`src/rtl/loop_responder.sv`:
```
// loop_responder: pops 56-bit RX words, folds each into a 34-bit reply and writes it back to TX.
// Define LOOP_RESP_STATS_EN to build the saturating reply/drop counters.
module loop_responder #(
  parameter int unsigned TIMEOUT_CYCLES = 1024
) (
  input  logic        i_clk,
  input  logic        i_arst_n,
  input  logic        i_enable,
  input  logic        i_trx_valid,
  input  logic [55:0] i_trx_data,
  output logic        o_trx_rd,
  input  logic        i_trx_rdy,
  output logic [33:0] o_trx_data,
  output logic        o_trx_wr,
  output logic        o_busy,
  output logic        o_timeout,
  input  logic        i_cnt_clr,
  output logic [15:0] o_resp_cnt,
  output logic [15:0] o_drop_cnt
);
  typedef enum logic [1:0] {IDLE, CALC, SEND} state_t;
  localparam logic [16:0] TO = 17'(TIMEOUT_CYCLES);
  state_t state;
  logic [55:0] word;
  logic [15:0] tcnt;
  logic [16:0] tnext;
  logic [33:0] reply;
  logic expire, resp_evt, drop_evt;
  assign reply = {word[55:54], word[31:0] ^ {8'h00, word[55:32]}};
  assign tnext = {1'b0, tcnt} + 17'd1;
  // rdy is tested before expiry, so rdy arriving on the final cycle still writes
  assign expire = (TO != 17'd0) && (tnext == TO);
  assign resp_evt = (state == SEND) && i_trx_rdy;
  assign drop_evt = (state == SEND) && !i_trx_rdy && expire;
  always_ff @(posedge i_clk or negedge i_arst_n)
    if (!i_arst_n) begin
      state      <= IDLE;
      word       <= '0;
      tcnt       <= '0;
      o_trx_rd   <= 1'b0;
      o_trx_data <= '0;
      o_trx_wr   <= 1'b0;
      o_busy     <= 1'b0;
      o_timeout  <= 1'b0;
    end else begin
      o_trx_rd  <= 1'b0;
      o_trx_wr  <= 1'b0;
      o_timeout <= 1'b0;
      case (state)
        IDLE:
          if (i_enable && i_trx_valid) begin
            word     <= i_trx_data;
            o_trx_rd <= 1'b1;
            tcnt     <= '0;
            o_busy   <= 1'b1;
            state    <= CALC;
          end
        CALC: begin
          o_trx_data <= reply;
          state      <= SEND;
        end
        SEND:
          if (i_trx_rdy) begin
            o_trx_wr <= 1'b1;
            o_busy   <= 1'b0;
            state    <= IDLE;
          end else if (expire) begin
            o_timeout <= 1'b1;
            o_busy    <= 1'b0;
            state     <= IDLE;
          end else
            tcnt <= tnext[15:0];
        default: state <= IDLE;
      endcase
    end
`ifdef LOOP_RESP_STATS_EN
  always_ff @(posedge i_clk or negedge i_arst_n)
    if (!i_arst_n) begin
      o_resp_cnt <= '0;
      o_drop_cnt <= '0;
    end else if (i_cnt_clr) begin
      o_resp_cnt <= '0;
      o_drop_cnt <= '0;
    end else begin
      if (resp_evt && o_resp_cnt != 16'hFFFF) o_resp_cnt <= o_resp_cnt + 16'd1;
      if (drop_evt && o_drop_cnt != 16'hFFFF) o_drop_cnt <= o_drop_cnt + 16'd1;
    end
`else
  logic unused_stats;
  assign unused_stats = ^{i_cnt_clr, resp_evt, drop_evt};
  assign o_resp_cnt = '0;
  assign o_drop_cnt = '0;
`endif
endmodule

```
`config.mk`:
```
export PLATFORM = sky130hd
export DESIGN_NAME = loop_responder
export DESIGN_NICKNAME = d
export VERILOG_FILES = /design/src/rtl/loop_responder.sv
export SDC_FILE = /design/constraint.sdc
export NUM_CORES = 1
export LEC_CHECK = 0
export ABC_AREA = 1
export BUFFER_PORTS_ARGS = -buffer_cell sky130_fd_sc_hd__clkbuf_2
export CAP_MARGIN = 10
export CORE_ASPECT_RATIO = 0.7
export CORE_MARGIN = 2
export CORE_UTILIZATION = 57
export CTS_CLUSTER_DIAMETER = 200
export DETAILED_ROUTE_END_ITERATION = 8
export PLACE_DENSITY_LB_ADDON = 0.15
export SLEW_MARGIN = 15
export SYNTH_ARGS = -nofsm -noshare
export SYNTH_HDL_FRONTEND = slang
export SYNTH_SLANG_ARGS = --single-unit
```
`constraint.sdc`:
```
create_clock -name i_clk -period 3 [get_ports i_clk]
set_input_delay 0 -clock i_clk [delete_from_list [all_inputs] [get_ports i_clk]]
set_output_delay 0 -clock i_clk [all_outputs]
set_load 0.05 [all_outputs]
```
After elaboration in Yosys (flattened, before gate mapping)
Index checks and enable logic that the tools add are counted. W data, S select, Z words.

Flip-flop bits (word level): 112. Logic and storage cells: 43. Output and inout bits: 70. Input port bits: 62.

Muxes and demuxes: 19. Reductions and logical operators: 7. $add $sub $neg: 1. Equality and inequality tests: 7. Bitwise logic cells: 1.

Operators with widths (number): $mux W16 (3); $pmux W16 S2 (1); $xor A32 B24 Y32 (1); $add A16 B1 Y17 const B (1); $eq A17 B11 Y1 const B (1); $mux W1 (10); $mux W2 (3); $ne A2 B2 Y1 const B (3); $pmux W2 S3 (1); $reduce_and A2 Y1 (2); $reduce_and A4 Y1 (1); $ne A3 B3 Y1 const B (1); $reduce_and A3 Y1 (1); $eq A2 B1 Y1 const B (1); $eq A2 B2 Y1 const B (1); $logic_not A2 Y1 (1); $pmux W1 S2 (1); $reduce_bool A2 Y1 (1); $logic_and A1 B1 Y1 (1).

Logic depth before layout (Yosys ltp)
Gate-level depths: netlist of run 1.

Depth in word-level cells: 5. Gate-level depth with buffers: 15. Gate-level depth less buffers: 15.

Least setup slack after synthesis of run 1
Ideal clock, no wire load.

Path type: flip-flop to flip-flop. Start: reg tcnt[0]. End: reg tcnt[13]. Cell stages (with the launch flop): 15. Data required time: 2.883 ns. Period minus slack after synthesis: 1.774 ns. Path buffers: 0. Setup slack: 1.226 ns. Data arrival time: 1.657 ns. Setup time: 0.117 ns. Cell sequence: dfrtp_1 ha_1 nand2_2 nor2_4 nand2_1 nor2_1 nand2_1 nand2_1 nand2_1 nor2_2 nand2_2 nand2_4 nand2_1 nand2_1 nand2_1.

Cells in the longest elaborated chain, start to end: 4. Elaborated cells between the ends (all ways): 7. Those cells by class: add/sub (1); eq/ne (2); mux (3); reduce/logical (1).

RTL lines: start: declaration (line 25) `logic [15:0] tcnt;`; start signal: assignment (line 72) `tcnt <= tnext[15:0];`; $add A16 B1 Y17 (*) (line 30) `assign tnext = {1'b0, tcnt} + 17'd1;`; $eq A17 B11 Y1 / $mux W16 (equally long branches) (line 32, 67); $ne A2 B2 Y1 (no source line) / $mux W16 (equally long branches); $reduce_and A4 Y1 (no source line) / $pmux W16 S2 (equally long branches).

Every way passes the cells marked *; elsewhere a longest branch is shown, timed or not. The select of a mux whose other input is x is not followed. A chain may end at the register's enable or synchronous reset.

Worst setup path in the final report of run 1
Start: reg tcnt[1]. End: reg tcnt[4].

Same word-level chain as after synthesis.

==> results of run 1 <==
==> cell usage in the layout (no fill, tap or decap), drive strengths merged, types with 7 or more instances in the layout <==
| master | instances |
|---|---|
| nor2 | 29 |
| nand2 | 259 |
| buf | 7 |
| nand4 | 9 |
| dlygate4sd3 | 60 |
| o21ai | 41 |
| clkbuf | 108 |
| xnor2 | 24 |
| inv | 30 |
| conb | 32 |
| dfrtp | 112 |
| nand3 | 37 |
==> registers in the layout (all words and copies together) (netlist names) <==
register    count
state           2
o_busy          1
o_trx_rd        1
o_trx_data     34
o_timeout       1
word           56
tcnt           16
o_trx_wr        1
==> power groups by stage <==
| stage | Clock [mW] | Sequential [mW] | Combinational (mW) |
|---|---|---|---|
| 2_1_floorplan | 0 | 2.98 | 0.627 |
| 3_3_place_gp | 0 | 2.20 | 1.79 |
| 3_5_place_dp | 0 | 2.21 | 1.82 |
| 4_1_cts | 1.17 | 2.19 | 1.89 |
| 5_1_grt | 1.23 | 2.26 | 2.03 |
| 6_report | 1.15 | 2.20 | 1.89 |
==> critical path, delay by kind of cell (launching register included) <==
family,cells,cell delay (ns)
simple gates,13,1.70
fa+ha+maj,1,0.23
flops,1,0.41
==> final cells by class <==
cell class | instances | area (um2)
clock buffers | 11 | 233
fillers | 618 | 2110
well taps | 120 | 150
repair buffers | 164 | 1140
flip-flops and latches | 112 | 2800
clock inverters | 3 | 43.8
inverters | 29 | 109
multi-input cells | 448 | 2030
==> path summary, 6_finish.rpt <==
path | start | to | slack, ns
hold reg to reg | o_trx_data[19] | o_trx_data[19] | 0.49
setup reg to reg | tcnt[1] | tcnt[4] | 0.55
setup / recovery | tcnt[1] | tcnt[4] | 0.55
hold / removal | i_arst_n | o_trx_data[23] | 0.27
max in group asynchronous | i_arst_n | word[39] | 1.89
min in group i_clk | i_enable | o_trx_rd | 0.37
==> timing repair <==
item,in CTS,in global routing
hold buffers,60,0
endpoints found under the hold margin,118,0
buffers inserted,0,0
==> metrics by stage <==
stage	cells	total power [mW]
floorplan	645	3.60
global placement	813	3.99
detailed placement	813	4.04
CTS	887	5.25
global route	887	5.52
finish	887	5.24
==> layer usage <==
metal | routed length [um] | part of all wire (%) | track usage, %
met5 | 0 | 0 | 0
met4 | 244 | 2.0 | 6.90
met3 | 863 | 7.2 | 7.92
met2 | 5680 | 47 | 42.9
met1 | 5210 | 43 | 33.0
==> kinds of logic (layout without fill, tap and decap cells) <==
kind of cell	count (synthesis)	after routing	synth area share [%]
xor gates and xnor gates	25	25	4.25
adders and majority gates	1	1	0.243
AOI/OAI and AO/OA	47	47	4.66
muxes	2	2	0.437
and+or+nand+nor	341	341	27.3
DFF	112	112	54.3
other	1	32	0.0727
buffers and inverters	85	207	8.71
==> results.json, run 1 <==
{
  "switching_share_pct": 41.3,
  "end_kind": "flop",
  "grt_pass1_vias": 4338,
  "layout-drive-gt1-share_pct": 17.3,
  "hold_path_class": "in -> async",
  "routed_via_density": 4.99,
  "syn-instance-count": 614,
  "rows": 28,
  "crit_path_max_incr_delay_ns": 0.41,
  "clockBufferDepth": 2,
  "p_per_area_nw_per_um2": 805,
  "timing.slew.headroom_pct": 49.3,
  "cts.clk_slew.worst_paths_ns": 0.07,
  "synthToLayoutAreaGrowth_pct": 26.2,
  "synth_top_cell_area_share_pct": 54.3,
  "max_freq_mhz": 407,
  "worst-path-max-fanout": 19,
  "wl_per_cell_um": 13.5,
  "ios": 132,
  "fin_crit_sh_pct": 81.8,
  "grt_overflow_total": 0,
  "final-setup-viol-count": 0,
  "yosysMostFrequentCell": "nand2_1",
  "tritoncts": "yes",
  "power.switching_mw": 2.16,
  "fin_util_pct": 75.5,
  "status": "completed",
  "cts.sinks": 112,
  "first_pass_iters": 5,
  "place_congestion": 0.936,
  "grt_max_degree": 67,
  "worst_pin_slew_ns": 0.760,
  "numCtsBuffers": 9,
  "synth_edf_count": 0,
  "yosysWarnings": 0,
  "crit_top_cell": "nand2_1",
  "finalInstanceArea_um2": 6510,
  "report.final.slew_viol_count": 0,
  "place_area_um2": 5630,
  "diodes": 0,
  "synth_area_leaders": "dfrtp_1 54%, nand2_1 19%, buf_4 4.7%",
  "floorplan.initialDensity_pct": 59.8,
  "cts_root_buf": "clkbuf_16",
  "clock_skew_ns": 0.00611,
  "antenna_found_initial": 0,
  "avgSynthCellArea_um2": 8.40,
  "async_flop_share_pct": 100,
  "routed_wl_mm": 12.0,
  "synth_top_area_cell": "dfrtp_1",
  "start_kind": "flop",
  "seq_power_share_pct": 42.0,
  "cp_data_required_time_ns": 3.24,
  "core_area_um2": 8620,
  "crit_chain": "ha_1 -> nand2_2 -> nor2_4 -> nand2_1 -> nor2_1 -> nand2_1 -> nand2_1 -> nand2_1 -> nor2_2 -> nand2_2 -> nand2_4 -> nand2_1 -> nand2_1 -> nand2_1",
  "ys_ff_latch": 112,
  "hpwl_mm": 7.37,
  "drv_cap": 0,
  "fin_nets": 827,
  "grt.total_usage_pct": 25.8,
  "postRouteAntennaNets": 0,
  "die_h_um": 83.6,
  "cp_data_arrival_time_ns": 2.69,
  "io_buffers": 98,
  "p_leak_nw": 3.40,
  "grt_pass1_wl_mm": 20.3,
  "grt_setup_unrepaired": "no",
  "htreeDepth": 3,
  "worst-setup-path-type": "reg -> reg",
  "clk_latency_ns": 0.35,
  "num_vias": 4424,
  "synthDistinctLibCells": 27,
  "cts_resized": 0,
  "reg2reg_depth": 14,
  "netlist_area_um2": 5160,
  "synth_common_cells": "255 x nand2_1, 112 x dfrtp_1, 40 x o21ai_0, 36 x nand3_1, 32 x buf_4",
  "pre_cts_ws_ns": 0.614,
  "post-route-drc-count": 0,
  "drtIter0Drc": 332,
  "critPathSlowestCell": "dfrtp_1",
  "final_hold_viol_count": 0,
  "die-area_um2": 9840,
  "fin_hold_ws_ns": 0.265,
  "p_int_mw": 3.08,
  "post-route-min-period_ns": 2.45,
  "vdd_ir_drop_max_v": 0.000632,
  "power_frac_comb_pct": 36.0,
  "synthFlopType": "dfrtp_1",
  "worst_slack_ns": 0.546,
  "ys_seq_area_share_pct": 54.3,
  "die_w_um": 118,
  "p_clk_share_pct": 22.0,
  "tns_ns": 0
}
No activity file was read; power rests on OpenSTA's default activity.
==> run 2, diff against run 1 <==
--- a/config.mk
+++ b/config.mk
@@ -10,7 +10,7 @@
 export CAP_MARGIN = 10
 export CORE_ASPECT_RATIO = 0.7
 export CORE_MARGIN = 2
-export CORE_UTILIZATION = 57
+export CORE_UTILIZATION = 48
 export CTS_CLUSTER_DIAMETER = 200
 export DETAILED_ROUTE_END_ITERATION = 8
 export PLACE_DENSITY_LB_ADDON = 0.15
==> constraint.sdc (replaced) <==
create_clock -name i_clk -period 2.1 [get_ports i_clk]
set_input_delay 0 -clock i_clk [delete_from_list [all_inputs] [get_ports i_clk]]
set_output_delay 0 -clock i_clk [all_outputs]
set_load 0.05 [all_outputs]
==> run 2 against run 1 <==
Flip-flop and latch count is the same. Utilization shrank 9.8 points. Non-clock buffer count grew 20. Via count shrank 2.0%. Power grew 46%.
==> results.json, run 2 (synthesized netlist as in run 1, its figures left out) <==
{
  "postRouteAntennaNets": 0,
  "start_kind": "flop",
  "first_pass_iters": 4,
  "fin_crit_sh_pct": 94.3,
  "diodes": 0,
  "place_congestion": 0.913,
  "cp_data_required_time_ns": 2.38,
  "power.total_mw": 7.63,
  "reg2reg_setup_slack_ns": 0.12,
  "worst_pin_slew_ns": 0.674,
  "rows": 31,
  "fin_nets": 847,
  "cts.clk_slew.worst_paths_ns": 0.07,
  "grt_pass1_vias": 4265,
  "ios": 132,
  "drv_cap": 0,
  "reg2reg_depth": 14,
  "seq_power_share_pct": 41.2,
  "timing.slew.headroom_pct": 55.1,
  "routed_wl_mm": 12.0,
  "worst-setup-path-type": "reg -> reg",
  "p_clk_share_pct": 22.6,
  "grt_max_degree": 67,
  "post-route-min-period_ns": 1.98,
  "largest_register_ffs": 56,
  "layout_common_cells": "246 x nand2_1, 109 x dfrtp_1, 97 x clkbuf_2",
  "hold_path_class": "in -> async",
  "layout-drive-gt1-share_pct": 22.4,
  "p_leak_nw": 3.52,
  "path_buf_inv": 1,
  "io_buffers": 98,
  "p_int_mw": 4.50,
  "fin_hold_ws_ns": 0.146,
  "power_frac_comb_pct": 36.2,
  "worstReg2RegEnd": "tcnt[11]",
  "worst_slack_ns": 0.119,
  "pre_cts_ws_ns": 0.0517,
  "numCtsBuffers": 9,
  "grt_overflow_total": 0,
  "core_area_um2": 10400,
  "p_per_area_nw_per_um2": 1120,
  "reg_top3": "word (56), o_trx_data (34), tcnt (16)",
  "htreeDepth": 3,
  "grt.total_usage_pct": 22.0,
  "synthToLayoutAreaGrowth_pct": 32.4,
  "antenna_found_initial": 0,
  "die_w_um": 128,
  "vdd_ir_drop_max_v": 0.000800,
  "top_register": "word",
  "critPathSlowestCell": "dfrtp_1",
  "clockBufferDepth": 2,
  "end_kind": "flop",
  "hpwl_mm": 7.85,
  "switching_share_pct": 41.0,
  "finalInstanceArea_um2": 6830,
  "fin_util_pct": 65.7,
  "status": "completed",
  "wl_per_cell_um": 13.0,
  "cts.sinks": 112,
  "max_freq_mhz": 505,
  "crit_chain": "ha_4 -> nand2_4 -> nor2_4 -> nand2_2 -> nor2_1 -> nand2_1 -> nand2_1 -> nand2_1 -> nor2_2 -> nand2_2 -> nand2_4 -> buf_4 -> nand3_1 -> nand2_1",
  "clk_latency_ns": 0.35,
  "final-setup-viol-count": 0,
  "report.final.slew_viol_count": 0,
  "grt_setup_unrepaired": "yes",
  "crit_path_max_incr_delay_ns": 0.42,
  "crit_top_cell": "nand2_1",
  "tritoncts": "yes",
  "drtIter0Drc": 209,
  "die_h_um": 90.7,
  "cp_top_family": "simple AND/OR/NAND/NOR gates",
  "clock_skew_ns": 0.00740,
  "rr_startpoint": "tcnt[1]",
  "cp_data_arrival_time_ns": 2.27,
  "final_hold_viol_count": 0,
  "die-area_um2": 11600,
  "layout_commonest_cell": "nand2_1",
  "grt_pass1_wl_mm": 20.6,
  "place_area_um2": 5750,
  "num_vias": 4336,
  "power.switching_mw": 3.13,
  "floorplan.initialDensity_pct": 49.6,
  "cts_root_buf": "clkbuf_16",
  "post-route-drc-count": 0,
  "routed_via_density": 4.71,
  "worst-path-max-fanout": 7
}
run 2: cell types whose count changed in the layout (fill, tap and decap cells not counted), sizes merged:
cell / before / now
clkinvlp: 0 / 1
buf: 7 / 27
clkbuf: 108 / 109
run 2: power by group through the flow:
stage	Combinational [mW]	Clock [mW]	Sequential (mW)
floorplan	0.895	0	4.25
global placement	2.60	0	3.14
detailed placement	2.64	0	3.16
CTS	2.72	1.78	3.13
global route	3.01	1.88	3.22
finish	2.76	1.72	3.14
run 2: repair_timing:
action,CTS,global route
endpoints found under the hold margin,90,0
hold buffers,60,0
buffers inserted,0,9
setup endpoints to repair,0,18
resized for setup,0,30
run 2: metal layers:
layer | GRT usage (%) | routed length (um) | vias up
met4 | 4.40 | 132 | 0
met5 | 0 | 0 | -
met3 | 6.99 | 649 | 17
li1 | - | - | 2198
met1 | 31.3 | 5750 | 2019
met2 | 33.3 | 5470 | 102
run 2: worst max path at each step:
stage	from	to	slack, ns	cells past startpoint
floorplan	tcnt[0]	tcnt[13]	0.33	14
global placement	tcnt[0]	tcnt[13]	0.14	14
detailed placement	tcnt[0]	tcnt[5]	0.05	14
CTS	tcnt[0]	tcnt[5]	0.04	14
global route	tcnt[1]	tcnt[14]	-0.04	14
finish	tcnt[1]	tcnt[11]	0.12	14
run 2: stage by stage:
stage	setup TNS, ns	std cells
final	0	921
after detailed placement	0	836
after global placement	0	836
after CTS	0	912
after global routing	-0.290	921
after floorplan	0	645
run 2: layout make-up:
type                    count  area, um2
clock buffers              12        246
clock inverters             4       51.3
fillers                   909       3560
inverters                  29        109
multi-input cells         448       2130
flip-flops and latches    112       2810
well taps                 132        165
repair buffers            184       1330
==> run 3, diff against run 2 <==
--- a/config.mk
+++ b/config.mk
@@ -13,7 +13,7 @@
 export CORE_UTILIZATION = 48
 export CTS_CLUSTER_DIAMETER = 200
 export DETAILED_ROUTE_END_ITERATION = 8
-export PLACE_DENSITY_LB_ADDON = 0.15
+export PLACE_DENSITY_LB_ADDON = 0.05
 export SLEW_MARGIN = 15
 export SYNTH_ARGS = -nofsm -noshare
 export SYNTH_HDL_FRONTEND = slang
==> run 3 against run 2 <==
Flip-flop and latch count unchanged. Hold slack better by 0.080 ns. Largest power group unchanged. Non-clock buffer count is 6 lower. Critical endpoint is now tcnt[14]. Clock-buffer cell count shrank 1. Critical path type unchanged.
==> results.json, run 3 (synthesized netlist as in run 1, its figures left out) <==
{
  "cp_data_arrival_time_ns": 2.25,
  "timing.slew.headroom_pct": 54.8,
  "max_freq_mhz": 511,
  "finalInstanceArea_um2": 6760,
  "p_per_area_nw_per_um2": 1140,
  "htreeDepth": 3,
  "rows": 31,
  "grt.total_usage_pct": 21.1,
  "grt_setup_unrepaired": "yes",
  "antenna_found_initial": 0,
  "worst-path-max-fanout": 9,
  "layout_common_cells": "249 x nand2_1, 112 x dfrtp_1, 97 x clkbuf_2",
  "cts_root_buf": "clkbuf_16",
  "layout-drive-gt1-share_pct": 20.2,
  "worst-setup-path-type": "reg -> reg",
  "postRouteAntennaNets": 0,
  "stdcell_count": 915,
  "status": "completed",
  "hpwl_mm": 7.61,
  "start_kind": "flop",
  "cp_data_required_time_ns": 2.39,
  "grt_overflow_total": 0,
  "grt_max_degree": 67,
  "die-area_um2": 11600,
  "final-setup-viol-count": 0,
  "reg2reg_setup_slack_ns": 0.14,
  "grt_pass1_vias": 4087,
  "cts.clk_slew.worst_paths_ns": 0.07,
  "pre_cts_ws_ns": 0.0661,
  "die_w_um": 128,
  "fin_hold_ws_ns": 0.226,
  "cts.sinks": 112,
  "io_buffers": 98,
  "core_area_um2": 10400,
  "largest_register_ffs": 56,
  "synthToLayoutAreaGrowth_pct": 31.1,
  "crit_start": "tcnt[1]",
  "num_vias": 4293,
  "fin_nets": 841,
  "report.final.slew_viol_count": 0,
  "post-route-min-period_ns": 1.96,
  "place_congestion": 0.918,
  "clockBufferDepth": 2,
  "p_leak_nw": 3.51,
  "worst_pin_slew_ns": 0.677,
  "top_register": "word",
  "floorplan.initialDensity_pct": 49.6,
  "numCtsBuffers": 9,
  "power.total_mw": 7.72,
  "clock_skew_ns": 0.00478,
  "routed_via_density": 4.69,
  "hold_path_class": "in -> async",
  "vdd_ir_drop_max_v": 0.000675,
  "setup.worst_path.end": "tcnt[14]",
  "fin_crit_sh_pct": 93.2,
  "post-route-drc-count": 0,
  "drtIter0Drc": 285,
  "first_pass_iters": 4,
  "routed_wl_mm": 11.6,
  "end_kind": "flop",
  "final_hold_viol_count": 0,
  "worst_slack_ns": 0.142,
  "place_area_um2": 5730,
  "reg_top3": "word (56), o_trx_data (34), tcnt (16)",
  "clk_latency_ns": 0.34,
  "place_inst": 832,
  "worstReg2RegEnd": "tcnt[14]",
  "die_h_um": 90.7,
  "tritoncts": "yes",
  "reg2reg_depth": 12,
  "grt_pass1_wl_mm": 19.6,
  "tns_ns": 0,
  "rr_startpoint": "tcnt[1]",
  "drv_cap": 0,
  "wl_per_cell_um": 12.7,
  "layout_commonest_cell": "nand2_1",
  "ios": 132,
  "diodes": 0,
  "fin_util_pct": 65.0
}
run 3: changes by cell type in the layout (fill, tap and decap cells not counted), moves of 2 or more:
cell,previous run,this run
nand3_1,30,35
nand2_1,246,249
dfrtp_1,109,112
nor2_2,6,4
nand2_4,3,1
nor2_1,19,21
dfrtp_2,3,0
nand3_2,7,2
buf_4,22,16
run 3: cell type report:
| type | count | area [um2] |
|---|---|---|
| sequential | 112 | 2800 |
| inverter | 29 | 109 |
| fill | 883 | 3640 |
| clock buffer | 11 | 243 |
| clock inverter | 5 | 78.8 |
| timing repair buffer | 178 | 1290 |
| multi-input combinational | 448 | 2070 |
| tap | 132 | 165 |
run 3: where the power goes:
group / switching, mW / internal, mW / total, mW / leakage, nW
clock network: 0.766 / 1.08 / 1.85 / 0.160
logic: 1.97 / 0.773 / 2.74 / 1.92
registers: 0.379 / 2.76 / 3.14 / 1.42
run 3: worst max-delay path, stage by stage (launching register included):
cell and delay (ns):
dfrtp_1 0.43, buf_4 0.15, nand2_1 0.08, nor2_4 0.18
nand2_1 0.09, xor2_1 0.21, nand3_1 0.10, nor2_1 0.15
nand2_2 0.09, nand2_4 0.11, buf_6 0.15, nand3_1 0.08
nand2_1 0.09
run 3: repair_timing:
item,4_1_cts,5_1_grt
resized for setup,0,13
hold buffers,60,0
setup endpoints to repair,0,18
buffers inserted,0,7
hold endpoints to repair,107,0
run 3: how the worst min path moves through the flow:
| stage | from | to | slack (ns) | cells after the start |
|---|---|---|---|---|
| floorplan | i_arst_n | o_busy | -0.30 | 0 |
| global placement | i_arst_n | o_trx_data[25] | 0.07 | 1 |
| detailed placement | i_arst_n | o_trx_data[25] | 0.08 | 1 |
| CTS | i_arst_n | o_trx_data[25] | 0.25 | 2 |
| global route | i_arst_n | o_trx_data[25] | 0.29 | 2 |
| finish | i_arst_n | o_trx_data[25] | 0.23 | 2 |
run 3: routing by layer:
metal,part of all wire (%),GRT usage [%],wire length [um]
met3,5.5,5.33,639
met1,48,30.0,5600
met4,0.75,4.21,87
met2,45,33.2,5250
met5,0,0,0
